===== config.mk =====
export PLATFORM = sky130hd
export DESIGN_NAME = stopwatch_ctrl
export DESIGN_NICKNAME = d
export VERILOG_FILES = /design/src/rtl/stopwatch_ctrl.sv
export SDC_FILE = /design/constraint.sdc
export NUM_CORES = 1
export LEC_CHECK = 0
export CORE_MARGIN = 5
export CORE_UTILIZATION = 30
export DETAILED_ROUTE_END_ITERATION = 12
export PLACE_DENSITY = 0.54
export SETUP_SLACK_MARGIN = 0.4
export SLEW_MARGIN = 5
export SYNTH_ARGS = -nofsm -noshare
export SYNTH_HDL_FRONTEND = slang
export SYNTH_SLANG_ARGS = --single-unit

===== constraint.sdc =====
create_clock -name clk -period 3.17 [get_ports clk]
set_input_delay 0.317 -clock clk [delete_from_list [all_inputs] [get_ports clk]]
set_output_delay 0.317 -clock clk [all_outputs]
set_load 0.02 [all_outputs]

===== src/rtl/stopwatch_ctrl.sv =====
// Stopwatch mode controller: button edges -> registered pause/reset/adjust control and blink mask.
// All outputs registered, 1 cycle after the sampling edge; no backpressure, strobes are fire-and-forget.
module stopwatch_ctrl (
  input  logic        clk,
  input  logic        rst_n,
  input  logic        tick_2hz,
  input  logic        btn_pause,
  input  logic        btn_reset,
  input  logic        btn_adj,
  input  logic        btn_sel,
  input  logic        btn_inc,
  input  logic [15:0] cur_val,
  output logic [1:0]  mode,
  output logic        paused,
  output logic        cnt_rst,
  output logic        adj_we,
  output logic [2:0]  adj_sel,
  output logic [3:0]  adj_val,
  output logic        blink_on
);

  typedef enum logic [1:0] {
    RUN    = 2'b00,
    PAUSE  = 2'b01,
    ADJUST = 2'b10
  } state_t;

  state_t state;

  logic prev_pause;
  logic prev_reset;
  logic prev_sel;
  logic prev_inc;
  logic sel_pend;

  logic rise_pause;
  logic rise_reset;
  logic rise_sel;
  logic rise_inc;

  logic [3:0] digit;
  logic [3:0] digit_max;
  logic [3:0] digit_nxt;
  logic [2:0] sel_nxt;

  assign rise_pause = btn_pause & ~prev_pause;
  assign rise_reset = btn_reset & ~prev_reset;
  assign rise_sel   = btn_sel   & ~prev_sel;
  assign rise_inc   = btn_inc   & ~prev_inc;

  assign mode = state;

  always_comb begin
    digit = cur_val[3:0];
    case (adj_sel)
      3'd0:    digit = cur_val[15:12];
      3'd1:    digit = cur_val[11:8];
      3'd2:    digit = cur_val[7:4];
      default: digit = cur_val[3:0];
    endcase
  end

  // Tens-of-seconds digit only counts to 5; out-of-range digits collapse to 0.
  assign digit_max = (adj_sel == 3'd2) ? 4'd5 : 4'd9;
  assign digit_nxt = (digit >= digit_max) ? 4'd0 : digit + 4'd1;
  assign sel_nxt   = {1'b0, adj_sel[1:0] + 2'd1};

  always_ff @(posedge clk or negedge rst_n) begin
    if (!rst_n) begin
      state      <= PAUSE;
      paused     <= 1'b1;
      cnt_rst    <= 1'b0;
      adj_we     <= 1'b0;
      adj_sel    <= 3'd7;
      adj_val    <= 4'd0;
      blink_on   <= 1'b1;
      sel_pend   <= 1'b0;
      prev_pause <= 1'b0;
      prev_reset <= 1'b0;
      prev_sel   <= 1'b0;
      prev_inc   <= 1'b0;
    end else begin
      prev_pause <= btn_pause;
      prev_reset <= btn_reset;
      prev_sel   <= btn_sel;
      prev_inc   <= btn_inc;
      cnt_rst    <= 1'b0;
      adj_we     <= 1'b0;

      if (rise_reset) begin
        state    <= PAUSE;
        paused   <= 1'b1;
        cnt_rst  <= 1'b1;
        adj_sel  <= 3'd7;
        blink_on <= 1'b1;
        sel_pend <= 1'b0;
      end else if (btn_adj && state != ADJUST) begin
        state    <= ADJUST;
        paused   <= 1'b1;
        adj_sel  <= 3'd0;
        blink_on <= 1'b1;
        sel_pend <= 1'b0;
      end else if (!btn_adj && state == ADJUST) begin
        state    <= PAUSE;
        paused   <= 1'b1;
        adj_sel  <= 3'd7;
        blink_on <= 1'b1;
        sel_pend <= 1'b0;
      end else if (state != ADJUST) begin
        blink_on <= 1'b1;
        if (rise_pause) begin
          state  <= (state == RUN) ? PAUSE : RUN;
          paused <= (state == RUN);
        end
      end else begin
        // A select coinciding with a write is held back one cycle so the
        // counter sees the written digit's index alongside the strobe.
        if (sel_pend) begin
          adj_sel  <= sel_nxt;
          sel_pend <= 1'b0;
        end
        if (rise_inc) begin
          adj_we  <= 1'b1;
          adj_val <= digit_nxt;
          if (rise_sel)
            sel_pend <= 1'b1;
        end else if (rise_sel) begin
          adj_sel <= sel_nxt;
        end
        if (rise_inc || rise_sel)
          blink_on <= 1'b1;
        else if (tick_2hz)
          blink_on <= ~blink_on;
      end
    end
  end

endmodule

==> Yosys cells after proc, flatten, opt, wreduce, memory -nomap -nowiden <==
Index checks and enable logic that the tools add are counted.
{ "op_classes": {"addsub": 2, "muxes": 39, "order_cmp": 1, "eq_ne": 5, "reduce_logical": 11, "bitwise_logic": 13} }
{ "ops": {"columns": ["cell", "count"], "rows": [
  ["$mux 1", 24],
  ["$mux 3", 7],
  ["$pmux 4 s3", 1],
  ["$mux 2", 5],
  ["$not 1->1", 9],
  ["$mux 4", 2],
  ["$reduce_bool 4->1", 2],
  ["$reduce_bool 6->1", 1],
  ["$reduce_and 5->1", 1],
  ["$add 4x1->4 const B", 1],
  ["$and 1x1->1", 4],
  ["$ge 4x4->1", 1],
  ["$ne 4x2->1 const B", 1],
  ["$eq 3x1->1 const B", 1],
  ["$eq 3x2->1 const B", 1],
  ["$logic_not 3->1", 1],
  ["$add 2x1->2 const B", 1],
  ["$eq 2x2->1 const B", 1],
  ["$logic_and 1x1->1", 2],
  ["$logic_not 2->1", 1],
  ["$ne 2x2->1 const B", 1],
  ["$reduce_and 2->1", 1],
  ["$logic_not 1->1", 1],
  ["$logic_or 1x1->1", 1]
]} }
{ "word_totals": {"elab_cells": 83, "ff_bits": 18, "output_inout_bits": 13} }

==> Depth between registers and ports, before layout <==
{ "logic_depth": {"ltp_word": 8, "mapped_depth": 12} }

==> Least setup slack after synthesis <==
No wires, ideal clock.
{ "synth_timing": {"kind": "reg-to-reg", "startpoint": "reg adj_sel[0]", "endpoint": "reg adj_val[1]", "stages_incl_launch_ff": 12, "setup_slack_ns": 0.516, "arrival_ns": 2.533, "cell_sequence": "dfstp_2 -> inv_1 -> ha_1 -> or3_4 -> nand2b_4 -> a21oi_2 -> ha_1 -> nor2b_1 -> a21oi_1 -> a211oi_1 -> a311o_1 -> a22o_1"} }
{ "synth_between": {"elab_chain_len": 4, "word_cells_on_any_way": 8} }
{ "synth_lines": {"columns": ["element", "line_no", "source"], "rows": [
  ["start, declared", "17", "output logic [2:0] adj_sel,"],
  ["start signal, assigned", "119", "adj_sel <= sel_nxt;"],
  ["start signal, assigned", "128", "adj_sel <= sel_nxt;"],
  ["$eq 3x2->1 (tied with other cells)", "55, 64", null],
  ["$pmux 4 s3 or $mux 4 (tied branches)", "55, 64", null],
  ["$add 4x1->4 or $ge 4x4->1 (tied branches)", "65", "assign digit_nxt = (digit >= digit_max) ? 4'd0 : digit + 4'd1;"],
  ["$mux 4 (*)", "65", null],
  ["end signal, assigned", "124", "adj_val <= digit_nxt;"],
  ["end, declared", "18", "output logic [3:0] adj_val,"]
]} }
Every way passes the cells marked *; elsewhere a longest branch is shown, timed or not.
A chain may end at the register's enable or synchronous reset.

==> Worst setup path after layout <==
{ "layout_timing": {"startpoint": "reg adj_sel[0]", "endpoint": "reg adj_val[2]"} }
The elaborated chain is that of the path after synthesis.

==> summary.txt <==
Layout
  – FILL cells: 360
  – Commonest non-fill, non-tap cells in the layout: 36 x clkdlybuf4s50_1, 12 x dfrtp_1, 8 x inv_1
  – # diodes: 0
  – Share of layout cells above drive strength 1: 0.1722
  – Final Util: 0.4403
  – Leading cell type in the layout, fill and taps excluded: clkdlybuf4s50_1
  – Area of the multi-input gates: 611.8 um2
  – Nets@finish: 184
  – FF/Latch Area: 457.9 um2
  – Area delta synth->final: 44.37%

Critical path
  – CP max-delay cell: dfstp_2
  – Crit path cell chain: inv_1 > ha_2 > or3_4 > nand2b_4 > a21oi_2 > ha_1 > nor2b_2 > a21oi_1 > a211oi_1 > a311o_1 > a22o_1
  – Setup crit end kind: register
  – Critical Path RT: 3.32 ns
  – Largest stage delay on the critical path: 0.57 ns
  – CP Max Fanout: 7
  – Crit path buffers/inverters: 1
  – CP delay by family, top: compound AO/OA/AOI/OAI gates
  – Worst setup SP type: register
  – WS Path Type: register to register
  – Worst EP arrival: 2.79 ns

Yosys
  – Post-synth top area share: 0.2730
  – Area contributors post-synth: dfrtp_1 27%, dfstp_2 14%, ha_1 9.1%, inv_1 2.7%, a21oi_2 2.4%
  – Dominant cell type by area after synthesis: dfrtp_1
  – Sequential area share after synthesis: 0.4164
  – Distinct cells, synth: 41
  – Ys async rst share: 1.000
  – Synthesized instance count: 110
  – Post-synthesis net count: 142
  – #FFs+latches synth: 18
  – Mapped Area: 1100 um2
  – Top FF cell, synth: dfrtp_1
  – Synth Warn #: 0
  – Mean Syn Cell Area: 9.998 um2
  – EDFF count, synth: 0

Clock network
  – Hold buffer count at cts: 0
  – CTS Root Cell: clkbuf_8
  – CTS sink count: 18
  – Clk_lat worst skew: 0.26 ns
  – Cts bufs inserted: 3
  – Register clock-pin slew on the reported worst setup and hold paths: 0.07 ns
  – H-tree levels: 1
  – Max clock buf depth: 2
  – CTS tree: yes

Power and ir drop
  – Cell leakage power: 0.6653 nW
  – Maximum vdd ir drop: 0.0003376 V
  – Total design power: 0.001361 W
  – Cell area power density: 857.1 nW/um2

Global routing
  – GRT Total Usage: 0.1180
  – Initial antenna violation count: 0
  – Global-route wire length before repair: 4788 um
  – Vias in the first global route: 1011
  – Largest net degree at the start of global routing: 19
  – Gr ovfl total: 0

Routing
  – Vias per Instance: 4.965
  – Drt total wl: 2897 um
  – Drt first pass iters: 5
  – Detailed-route DRC error count: 0
  – Initial DRC Count: 87
  – DR WL/cell: 14.56 um
  – Via count: 988
  – ANT nets after route: 0

Timing
  – Count of final setup violators: 0
  – Setup TNS: 0 ns
  – Min cycle time layout: 2.646 ns
  – Worst Clk Skew: 0.004525 ns
  – Worst Tran Pin Value: 0.8278 ns
  – Fmax achieved: 0.3780 GHz
  – Post-route setup slack: 0.5242 ns
  – Final period util: 0.8346
  – Hold Fails Final Rpt: 0
  – Final Max Slew Viols: 0
  – Slew margin rel.: 0.4464
  – Unrepaired setup endpoints after global routing: yes

Floorplan
  – Die width: 70.55 um
  – Core ar.: 3606 um2
  – Die Y: 70.55 um
  – Die ar.: 4977 um2
  – # IOs: 37
  – Cell Rows: 22
  – Initial Utilization: 0.3050

Placement
  – Dpl ws: 0.3767 ns
  – Final HPWL from detailed placement: 2260 um
  – GP Congestion: 0.7954
  – IO buf count: 36

Flow run
  – Max-cap violations: 0

Status
  – Outcome: completed

Hold path
  – HP Class: input port to register
==> Yosys cell counts, drive strengths merged, types with 3 or more instances <==
master  number
dfstp        6
and2         3
o21ai        3
inv         10
nand3        4
nand2        5
a21oi        8
nor2b        4
nand2b       5
a211oi       3
dfrtp       12
a22o         3
nor3         3
nor2         6
ha           8
==> worst paths after layout <==
path | startpoint | end | slack [ns] | cells past startpoint
worst min register to register | sel_pend$_DFFE_PN0P_ | sel_pend$_DFFE_PN0P_ | 0.52 | 2
max in group asynchronous | rst_n | prev_inc$_DFF_PN0_ | 2.12 | 1
worst max-delay path | adj_sel[0]$_DFFE_PN1P_ | adj_val[2]$_DFFE_PN0P_ | 0.52 | 11
worst max register to register | adj_sel[0]$_DFFE_PN1P_ | adj_val[2]$_DFFE_PN0P_ | 0.52 | 11
min in group asynchronous | rst_n | cnt_rst$_DFF_PN0_ | 0.54 | 1
worst min-delay path | btn_sel | prev_sel$_DFF_PN0_ | 0.51 | 1
==> logic make-up after synthesis <==
kind of cell,synth area share
mux,0.02048
compound gates,0.2344
flops,0.4164
buf+inv,0.03868
fa+ha+maj,0.09102
simple gates,0.1911
xor+xnor,0.007965
==> layout make-up <==
| cell class | instances | share of cell area |
|---|---|---|
| multi-input cells | 81 | 0.3853 |
| flip-flops and latches | 18 | 0.2884 |
| repair buffers | 38 | 0.2364 |
| well taps | 48 | 0.03783 |
| clock buffers | 4 | 0.02837 |
| inverters | 10 | 0.02364 |
==> power by group <==
part | total (W) | switching (W) | internal (W) | leakage (nW)
clock | 0.000169 | 0.0000794 | 0.0000893 | 0.0228
combinational | 0.000816 | 0.000425 | 0.000392 | 0.426
sequential | 0.000376 | 0.0000611 | 0.000315 | 0.216
==> flip-flops by register name, indices dropped and copies added, names as in the netlist <==
signal / flops
adj_sel: 3
prev_sel: 1
adj_val: 4
adj_we: 1
prev_inc: 1
sel_pend: 1
mode: 2
prev_reset: 1
prev_pause: 1
paused: 1
blink_on: 1
cnt_rst: 1
==> metal layers <==
layer / track usage / wire (um)
met4: 0.03132 / 22
met1: 0.1574 / 1363
met2: 0.1881 / 1278
met5: 0 / 0
met3: 0.03409 / 232
==> metrics by stage <==
stage	hold slack (ns)	instances	area (um2)
6_report	0.5146	199	1588
5_1_grt	0.5262	199	1588
4_1_cts	0.5163	198	1568
3_5_place_dp	0.4936	193	1515
3_3_place_gp	0.4996	193	1515
2_1_floorplan	0.02141	110	1100
==> timing repair <==
item | 4_1_cts | 5_1_grt
setup endpoints to repair | 1 | 4
setup buffers | 1 | 1
hold endpoints to repair | 0 | 0
resized for setup | 0 | 4
pin swaps | 0 | 3
Power figures use the tool's default switching activity.
